--- src/rtl/serial_link_pkg.sv ---
// Shared definitions for the single-wire serial link (transmitter and receiver).
// Holds the FSM state encoding, line levels and a width helper.
package serial_link_pkg;

    typedef enum logic [1:0] {
        ST_IDLE  = 2'd0,
        ST_START = 2'd1,
        ST_DATA  = 2'd2,
        ST_STOP  = 2'd3
    } state_t;

    localparam logic LINE_IDLE = 1'b1;
    localparam logic START_LVL = 1'b0;
    localparam logic STOP_LVL  = 1'b1;

    // Counter width for values 0..n-1, never narrower than one bit.
    function automatic int min1_clog2(input int n);
        return (n > 1) ? $clog2(n) : 1;
    endfunction

endpackage

--- src/rtl/serial_bit_timer.sv ---
// Bit-period timer: counts 0..CLKS_PER_BIT-1 while enabled and ticks on the last count.
// Shared by the transmitter and the receiver of the serial link.
module serial_bit_timer
    import serial_link_pkg::*;
#(
    parameter int CLKS_PER_BIT = 4
) (
    input  logic clk,
    input  logic rst,
    input  logic enable,
    output logic tick
);

    localparam int CNT_W = min1_clog2(CLKS_PER_BIT);
    localparam logic [CNT_W-1:0] LAST_CNT = CNT_W'(CLKS_PER_BIT - 1);

    logic [CNT_W-1:0] r_count;

    // With CLKS_PER_BIT=1 the count stays at 0 and tick is constant while enabled.
    assign tick = enable && (r_count == LAST_CNT);

    always_ff @(posedge clk) begin
        if (rst || !enable) begin
            r_count <= '0;
        end else if (tick) begin
            r_count <= '0;
        end else begin
            r_count <= r_count + CNT_W'(1);
        end
    end

endmodule

--- src/rtl/serial_frame_tx.sv ---
// Parallel-in, serial-out frame transmitter: start bit, WIDTH data bits LSB first, stop bit.
// Handshake: a word transfers on a rising edge where load_valid && load_ready; load_ready is high only in IDLE.
module serial_frame_tx
    import serial_link_pkg::*;
#(
    parameter int WIDTH        = 8,
    parameter int CLKS_PER_BIT = 4
) (
    input  logic             clk,
    input  logic             rst,
    input  logic [WIDTH-1:0] data_in,
    input  logic             load_valid,
    output logic             load_ready,
    output logic             tx_out,
    output logic             tx_active,
    output logic             done,
    output state_t           dbg_state
);

    localparam int BIT_W = min1_clog2(WIDTH);
    localparam logic [BIT_W-1:0] LAST_BIT = BIT_W'(WIDTH - 1);

    state_t             r_state;
    logic [WIDTH-1:0]   r_shift;
    logic [BIT_W-1:0]   r_bit_idx;
    logic               r_tx;
    logic               r_done;

    state_t             w_next_state;
    logic [WIDTH-1:0]   w_next_shift;
    logic [BIT_W-1:0]   w_next_bit_idx;
    logic               w_next_tx;
    logic               w_timer_en;
    logic               w_tick;

    assign w_timer_en = (r_state != ST_IDLE);

    serial_bit_timer #(
        .CLKS_PER_BIT(CLKS_PER_BIT)
    ) u_timer (
        .clk    (clk),
        .rst    (rst),
        .enable (w_timer_en),
        .tick   (w_tick)
    );

    always_comb begin
        w_next_state   = r_state;
        w_next_shift   = r_shift;
        w_next_bit_idx = r_bit_idx;
        case (r_state)
            ST_IDLE: begin
                if (load_valid) begin
                    w_next_state   = ST_START;
                    w_next_shift   = data_in;
                    w_next_bit_idx = '0;
                end
            end
            ST_START: begin
                if (w_tick) w_next_state = ST_DATA;
            end
            ST_DATA: begin
                if (w_tick) begin
                    w_next_shift = r_shift >> 1;
                    if (r_bit_idx == LAST_BIT) begin
                        w_next_bit_idx = '0;
                        w_next_state   = ST_STOP;
                    end else begin
                        w_next_bit_idx = r_bit_idx + BIT_W'(1);
                    end
                end
            end
            ST_STOP: begin
                if (w_tick) w_next_state = ST_IDLE;
            end
            default: w_next_state = ST_IDLE;
        endcase

        // Line level is registered from the next state so tx_out never glitches.
        case (w_next_state)
            ST_START: w_next_tx = START_LVL;
            ST_DATA:  w_next_tx = w_next_shift[0];
            ST_STOP:  w_next_tx = STOP_LVL;
            default:  w_next_tx = LINE_IDLE;
        endcase
    end

    always_ff @(posedge clk) begin
        if (rst) begin
            r_state   <= ST_IDLE;
            r_shift   <= '0;
            r_bit_idx <= '0;
            r_tx      <= LINE_IDLE;
            r_done    <= 1'b0;
        end else begin
            r_state   <= w_next_state;
            r_shift   <= w_next_shift;
            r_bit_idx <= w_next_bit_idx;
            r_tx      <= w_next_tx;
            r_done    <= (r_state == ST_STOP) && w_tick;
        end
    end

    assign load_ready = (r_state == ST_IDLE);
    assign tx_active  = (r_state != ST_IDLE);
    assign tx_out     = r_tx;
    assign done       = r_done;
    assign dbg_state  = r_state;

endmodule

--- config.mk ---
export PLATFORM = sky130hd
export DESIGN_NAME = serial_frame_tx
export DESIGN_NICKNAME = d
export VERILOG_FILES = /design/src/rtl/serial_link_pkg.sv /design/src/rtl/serial_bit_timer.sv /design/src/rtl/serial_frame_tx.sv
export SDC_FILE = /design/constraint.sdc
export NUM_CORES = 1
export LEC_CHECK = 0
export ABC_AREA = 1
export CAP_MARGIN = 20
export CELL_PAD_IN_SITES_DETAIL_PLACEMENT = 0
export CELL_PAD_IN_SITES_GLOBAL_PLACEMENT = 1
export CORE_MARGIN = 5
export CORE_UTILIZATION = 30
export DETAILED_ROUTE_END_ITERATION = 16
export PLACE_DENSITY = 0.72
export SYNTH_ARGS = -nofsm -noshare
export SYNTH_HDL_FRONTEND = slang
export SYNTH_SLANG_ARGS = --single-unit
--- constraint.sdc ---
create_clock -name clk -period 1.5 [get_ports clk]
set_input_delay 0.3 -clock clk [delete_from_list [all_inputs] [get_ports clk]]
set_output_delay 0.3 -clock clk [all_outputs]
set_load 0.02 [all_outputs]
==> flow_summary.ini <==
[global_routing]
grt_max_degree = 11
grt_pass1_wl_um = 3450
grt-ovfl-total = 0
grt_pass1_vias = 808
antenna_found_initial = 0
track_usage_pct = 10.50

[logic_synthesis]
seq_area_frac_synth_pct = 40.06
yosysTopAreaCellShare_pct = 40.06
synth_nets = 135
synthesis.area_sq_um = 849.6
synth_cells = 121
ys_ff_latch = 17
synth.area.top_cells = dfxtp_1 40%, nor2_1 13%, nand2_1 12%, inv_1 4.9%, nand3_1 4.7%
yosysWarnings = 0
ys_types = 19
synth_largest_area_cell = dfxtp_1
syn_avg_cell_area_sq_um = 7.021

[finish]
mostFrequentLayoutCell = nor2_1
diodes = 0
multi_input_area_sq_um = 424.2
final_cell_mix = 30 x nor2_1, 28 x nand2_1, 16 x dfxtp_1
fin_nets = 162
fillers = 285
syn_to_final_growth_pct = 27.98
regArea_sq_um = 341.6
drive_gt1_share_pct = 14.97
fin_area_sq_um = 1087

[clocking]
root_buffer = clkbuf_4
cts_htree_levels = 1
clk_latency_ns = 0.29
cts_setup_buffers = 0
cts_tree = built
cts_resized = 6
cts_buffers = 3
clk_pin_slew_ns = 0.10
cts_sinks = 17
ctsHoldBuffers = 0
cts.path.max_buffers = 2

[run_status]
status = finished clean

[critical_path]
worst-path-max-fanout = 3
crit_arrival_ns = 1.51
worst_setup_path_end_kind = flip-flop
cp-start-kind = flip-flop
worstPathRequired_ns = 1.68
crit_type = flip-flop to flip-flop
timing.rr.start = r_bit_idx[0]
startpoint = r_bit_idx[0]

[floorplan]
rows = 19
die_w_um = 63.22
core_region_area_sq_um = 2734
ios = 17
dieArea_sq_um = 3996
start_util_pct = 31.08
die_h_um = 63.22

[routing]
wirelength_um = 1894
wl_per_cell_um = 10.64
firstDrtPassIters = 4
via_count = 825
drc = 0
detail_route.iter0.violations = 38
ant_nets = 0
vias_per_cell = 4.635

[timing]
fmax_ghz = 0.7557
post-route-worst-setup-slack_ns = 0.1767
skew_ns = 0.004697
finalCriticalPeriod_ns = 1.323
hold_viol_final = 0
finalSetupTns_ns = 0
rsz0062_at_grt = no
finalMaxSlewViolations = 0
worst_slew_pin_slew_ns = 0.2250
setup_violations = 0
relSlewSlack_pct = 84.94
min_period_over_period_pct = 88.22

[power]
power_leakage_nw = 0.5049
power_w = 0.0009061
powerDensity_nw_per_um2 = 833.4
ir_drop_uv = 347.5

[worst_hold_path]
holdCritPathClass = flip-flop to flip-flop
worstHoldStart = u_timer.r_count[0]

[place]
place_congestion = 0.7940
post-dp-hpwl_um = 1499
portBuffers = 16
dp_worst_setup_slack_ns = 0.03411
place_area_sq_um = 1072

[job]
maxCapViolations = 0
## stage by stage
| stage | instances | util (%) | hold slack (ns) |
|---|---|---|---|
| floorplan | 121 | - | 0.3991 |
| global placement | 174 | 39.22 | 0.4064 |
| detailed placement | 174 | 39.22 | 0.4104 |
| CTS | 178 | 39.91 | 0.4260 |
| global route | 178 | 39.77 | 0.4406 |
| finish | 178 | 39.77 | 0.4303 |
## synth_stat cells
| library cell | number |
|---|---|
| inv_4 | 1 |
| a31oi_1 | 1 |
| a21oi_2 | 1 |
| nand3_1 | 8 |
| o21ai_0 | 8 |
| dfxtp_1 | 17 |
| nor2_1 | 30 |
| a21oi_1 | 4 |
| nor4_1 | 1 |
| nand2_2 | 1 |
| nand2_1 | 28 |
| clkbuf_1 | 1 |
| nand2_4 | 1 |
| nor3_1 | 1 |
| inv_2 | 1 |
| nor2_4 | 2 |
| ha_1 | 3 |
| bufbuf_16 | 1 |
| inv_1 | 11 |
## layout make-up
type | instances | share of cell area [%]
sequential | 17 | 31.42
multi-input combinational | 89 | 39.01
clock buffer | 4 | 2.417
timing repair buffer | 24 | 18.87
tap | 31 | 3.567
inverter | 13 | 4.718
## registers in the layout, summed over array words and instances, names as in the netlist
| register | cells |
|---|---|
| done | 1 |
| r_shift | 8 |
| tx_out | 1 |
| u_timer.r_count | 2 |
| dbg_state | 2 |
| r_bit_idx | 3 |
## worst paths after layout
check,depth (start not counted),end,slack (ns)
min reg2reg,1,u_timer.r_count[0],0.43
max reg2reg,8,tx_out,0.18
max,8,tx_out,0.18
min,1,u_timer.r_count[0],0.43
## worst max-delay path, stage by stage, from the launching register on
cell and delay, ns:
dfxtp_1 0.35, ha_1 0.20, ha_1 0.19, nand2_1 0.08
nor2_1 0.05, nor2_1 0.14, nand2_1 0.08, nand2_1 0.06
nand3_1 0.06
## power by group
part	total, W	internal, W	switching, W
combinational	0.000167	0.0000757	0.0000911
clock	0.000252	0.000103	0.000148
sequential	0.000488	0.000477	0.0000107
total	0.000906	0.000656	0.000250
## cells by family after synthesis
| kind of cell | Yosys count | share of synthesized area, % |
|---|---|---|
| AND/OR/NAND/NOR | 72 | 36.38 |
| buffers and inverters | 15 | 10.31 |
| flip-flops | 17 | 40.06 |
| adder cells (fa/ha/maj) | 3 | 4.419 |
| AO/OA/AOI/OAI | 14 | 8.837 |
## metal layers
layer | wire, um | global-route usage, % | vias up | part of all wire, %
li1 | - | - | 433 | -
met1 | 860 | 12.97 | 367 | 45
met2 | 885 | 17.05 | 20 | 47
met3 | 99 | 2.131 | 5 | 5.2
met4 | 49 | 5.455 | 0 | 2.6
met5 | 0 | 0 | - | 0
(Power assumes the default switching activity.)
==> patch 1: new RTL, config.mk and constraints unchanged <==
`CLKS_PER_BIT` is set to 4 in 2 places; all go to 8.
--- a/src/rtl/serial_bit_timer.sv
+++ b/src/rtl/serial_bit_timer.sv
@@ -4,5 +4,5 @@
     import serial_link_pkg::*;
 #(
-    parameter int CLKS_PER_BIT = 4
+    parameter int CLKS_PER_BIT = 8
 ) (
     input  logic clk,
--- a/src/rtl/serial_frame_tx.sv
+++ b/src/rtl/serial_frame_tx.sv
@@ -5,5 +5,5 @@
 #(
     parameter int WIDTH        = 8,
-    parameter int CLKS_PER_BIT = 4
+    parameter int CLKS_PER_BIT = 8
 ) (
     input  logic             clk,
Formal check against the unedited RTL: not equivalent (a bounded check fails within 10 cycles, from zero or initial values and one cycle with rst high).
==> patch 1 against the unedited design <==
  * Final area grew 2.4%
  * Clock skew increased by 0.0036 ns
  * Sequential cell count increased by 1
  * Highest routed layer unchanged
  * Fmax fell by 9.6%
  * First-iteration DRC count decreased by 18%
  * Power rose by 0.29%
  * Critical path type is now register to output pin
  * Worst setup slack worse by 0.14 ns
  * Final cell count fell by 3.4%
  * Register-to-register slack better by 0.02 ns
  * Synthesized cell count down 1.7%
  * Critical path depth is 6 lower
  * Sequential share of layout area increased by 1.1 points
  * Wire length up 2.1%
  * Synthesized area unchanged
==> patch 1: results (changes against the unedited design) <==
| Metric | Value |
|---|---|
| DP Wirelength | 1.52 mm (+1.4%) |
| Place WS | 0.0524 ns (+0.0183 ns) |
| Final Skew | 0.00833 ns (+0.00363 ns) |
| CP max FO | 7 (+4) |
| Number of global-route vias before repair | 754 (-6.7%) |
| Static Leakage | 0.525 nW (+4.0%) |
| Fraction of layout cells with a size suffix above 1 | 15.6% (+0.64 points) |
| Wl on met1 | 902 um (+4.9%) |
| NumNets Final | 158 (-2.5%) |
| GR Util met1 | 13.0% (-0.014 points) |
| Synth top cells by count | nand2_1, nor2_1, dfxtp_1, nand3_1, a21oi_1 |
| DR pass1 iterations | 4 (unchanged) |
| Met2 routed WL | 919 um (+3.8%) |
| Global-route wire length before repair | 3.38 mm (-2.0%) |
| Status | finished clean |
| Met2 global-route usage | 16.3% (-0.77 points) |
| Unique masters post-synth | 20 (+1) |
| Worst slew margin | 84.9% (about the same) |
| CP max stage delay | 0.38 ns (+0.03 ns) |
| Met3 WL post-DR | 98 um (-1.0%) |
| VDD IR-drop max | 569 uV (+64%) |
| Vias per cell | 4.55 (-1.8%) |
| WL per Instance | 11.2 um (+5.6%) |
| Sw Share | 26.4% (-1.2 points) |
| Iter 0 DRT Violations | 31 (-18%) |
| Top Registers | r_shift: 8 flops, r_bit_idx: 3 flops, u_timer.r_count: 3 flops |
| ANT nets after route | 0 (unchanged) |
| Crit path arrival time | 1.16 ns (-0.35 ns) |
| GRT Total Usage | 10.3% (-0.22 points) |
| Cts repair resizes | 6 (unchanged) |
| Number of fill cells | 284 (-0.35%) |
| Placer Congestion | 0.769 (-3.1%) |
| Largest cells by area after synthesis | dfxtp_1, nand2_1, nor2_1, nand3_1, a21oi_1 |
| Sequential area share after synthesis | 42.4% (+2.4 points) |
-- patch 1: cell type report --
type / count / area [um2] / area share, %
Timing Repair Buffer: 22 / 199 / 17.9
Sequential cell: 18 / 362 / 32.5
Multi-Input combinational cell: 84 / 437 / 39.2
Tap cell: 31 / 38.8 / 3.48
Inverter: 14 / 55.1 / 4.94
Clock buffer: 3 / 22.5 / 2.02
-- patch 1: power by group through the flow --
stage	registers [W]	clock network [W]	logic, W
after detailed placement	0.000523	0	0.000168
final	0.000513	0.000234	0.000162
after global placement	0.000522	0	0.000166
after global routing	0.000516	0.000271	0.000180
after floorplan	0.000529	0	0.0000884
after CTS	0.000512	0.000249	0.000162
-- patch 1: logic make-up after synthesis --
group / count (synthesis) / synth area share [%]
compound gates: 14 / 9.28
fa+ha+maj: 4 / 5.89
buf+inv: 17 / 8.84
flops: 18 / 42.4
simple gates: 66 / 33.6
-- patch 1: worst max-delay path, delay by kind of cell, from the launching register on --
family,cells,cell delay (ns)
buf+inv,2,0.49
flops,1,0.38
-- patch 1: worst paths after layout --
check                                                    from                            end  slack [ns]  depth (start not counted)
worst max-delay path                  dbg_state[1]$_SDFF_PP0_                   dbg_state[1]        0.04                          2
worst min-delay path            u_timer.r_count[0]$_SDFF_PP0_  u_timer.r_count[0]$_SDFF_PP0_        0.41                          1
worst max register to register  u_timer.r_count[0]$_SDFF_PP0_              tx_out$_SDFF_PP1_        0.20                          9
worst min register to register  u_timer.r_count[0]$_SDFF_PP0_  u_timer.r_count[0]$_SDFF_PP0_        0.41                          1
-- patch 1: per-stage QoR --
| stage | std cells | instance area, um2 |
|---|---|---|
| after floorplan | 119 | 850 |
| after global placement | 169 | 1070 |
| after detailed placement | 169 | 1070 |
| after CTS | 172 | 1090 |
| after global routing | 172 | 1110 |
| final | 172 | 1110 |
==> patch 2: new RTL, same flow settings <==
Without the edit above. Take the reset off `r_shift` and load it in a clocked block of its own.
--- a/src/rtl/serial_frame_tx.sv
+++ b/src/rtl/serial_frame_tx.sv
@@ -89,5 +89,4 @@
         if (rst) begin
             r_state   <= ST_IDLE;
-            r_shift   <= '0;
             r_bit_idx <= '0;
             r_tx      <= LINE_IDLE;
@@ -95,9 +94,12 @@
         end else begin
             r_state   <= w_next_state;
-            r_shift   <= w_next_shift;
             r_bit_idx <= w_next_bit_idx;
             r_tx      <= w_next_tx;
             r_done    <= (r_state == ST_STOP) && w_tick;
         end
+    end
+
+    always_ff @(posedge clk) begin
+        r_shift <= w_next_shift;
     end
 
Behaviour: same outputs for any inputs over 10 cycles, from zero or initial values and one cycle with rst high; that may be too few to reach the edited logic, so the function may still have changed.
==> patch 2 against the unedited design <==
  * Sequential cell count unchanged
  * Via count down 15%
  * Power up 4.5%
  * Wire length down 5.8%
  * Synthesized area down 4.3%
  * Global-route usage up 0.35 points
  * Final area up 0.81%
  * Worst setup slack worse by 0.10 ns
  * Critical path type is now register to output pin
  * Critical endpoint is now tx_active
==> patch 2: results (changes against the unedited design) <==
| Metric | Value |
|---|---|
| Status | finished clean |
| Placed insts | 141 (-19%) |
| Cts repair resizes | 7 (+1) |
| Clkbuf count | 3 (-1) |
| Repair and plain buffers | 25 (+4.2%) |
| Number of fill cells | 258 (-9.5%) |
| Place WS | 0.0299 ns (-0.00421 ns) |
| CP max FO | 5 (+2) |
| Multi-input logic area | 358 um2 (-16%) |
| Number of global-route vias before repair | 722 (-11%) |
| Largest cells by area after synthesis | edfxtp_1, dfxtp_1, a32o_1, nor2_1, nand2_1 |
| Post-synth EDFFs | 7 (+7) |
| Iter 0 DRT Violations | 12 (-68%) |
| NumNets Final | 130 (-20%) |
| DP Wirelength | 1.39 mm (-7.6%) |
| Final Skew | 0.00216 ns (-0.00254 ns) |
| RR Startpoint | dbg_state[0]$_SDFF_PP0_ |
| Seq area share | 37.7% (+6.3 points) |
| Worst slew margin | 74.0% (-11 points) |
| WL per Instance | 12.3 um (+16%) |
| Register area | 413 um2 (+21%) |
| Clk tree area frac | 2.51% (+0.095 points) |
| Sequential share of power | 56.5% (+2.7 points) |
| Unique masters post-synth | 21 (+2) |
| Critical path's slowest cell | dfxtp_2 |
| CP max stage delay | 0.41 ns (+0.06 ns) |
| Post-synth net total | 101 (-25%) |
| Seq group | 0.000535 W (+9.6%) |
| Global-route wire length before repair | 3.10 mm (-10%) |
| Count of non-CTS inverters in the layout | 10 (-3) |
| Placed Area | 1070 um2 (+0.12%) |
| Worst reg-to-reg setup slack | 0.20 ns (+0.02 ns) |
| Largest net degree at the start of global routing | 14 (+3) |
| Reg2reg path depth | 4 (-4) |
| Avg Cell Area, Syn | 9.35 um2 (+33%) |
| Vias per cell | 4.81 (+3.9%) |
| Post-Synth Adder-Cell Area | 4.62% (+0.20 points) |
| Synth top cells by count | nor2_1, nand2_1, dfxtp_1, edfxtp_1, inv_1 |
| Count of multi-input gates | 59 (-34%) |
| Core box area | 2540 um2 (-6.9%) |
| Worst r2r dst | r_shift[2]$_DFFE_PP_ |
| Placer Congestion | 0.835 (+5.1%) |
| Hold WS | 0.430 ns (+0.00000200 ns) |
| Family with the most delay on the worst path | flip-flops |
| Static Leakage | 0.478 nW (-5.3%) |
| Synth Area in Compound Gates | 15.8% (+7.0 points) |
| Crit path arrival time | 1.13 ns (-0.38 ns) |
## patch 2: cell types whose count changed after synthesis, sizes merged, moves of 3 or more
cell    delta
a32o       +6
dfxtp      -7
edfxtp     +7
inv        -3
nand2     -15
nor2      -18
o21ai      -4
## patch 2: how the worst max path moves through the flow
stage	start	endpoint	slack, ns	cells after the start
3_5_place_dp	load_valid	tx_out$_SDFF_PP1_	0.03	8
2_1_floorplan	dbg_state[0]$_SDFF_PP0_	r_shift[4]$_DFFE_PP_	0.11	4
6_report	dbg_state[0]$_SDFF_PP0_	tx_active	0.07	3
4_1_cts	dbg_state[1]$_SDFF_PP0_	tx_active	0.03	3
5_1_grt	dbg_state[0]$_SDFF_PP0_	tx_active	0.01	3
3_3_place_gp	load_valid	tx_out$_SDFF_PP1_	0.04	6
## patch 2: metal layers
layer	part of all wire (%)	wire, um	vias up	global-route usage (%)
met4	0	0	0	3.64
li1	-	-	364	-
met2	48	859	10	17.6
met5	0	0	-	0
met3	4.0	71	0	2.07
met1	48	854	324	14.4
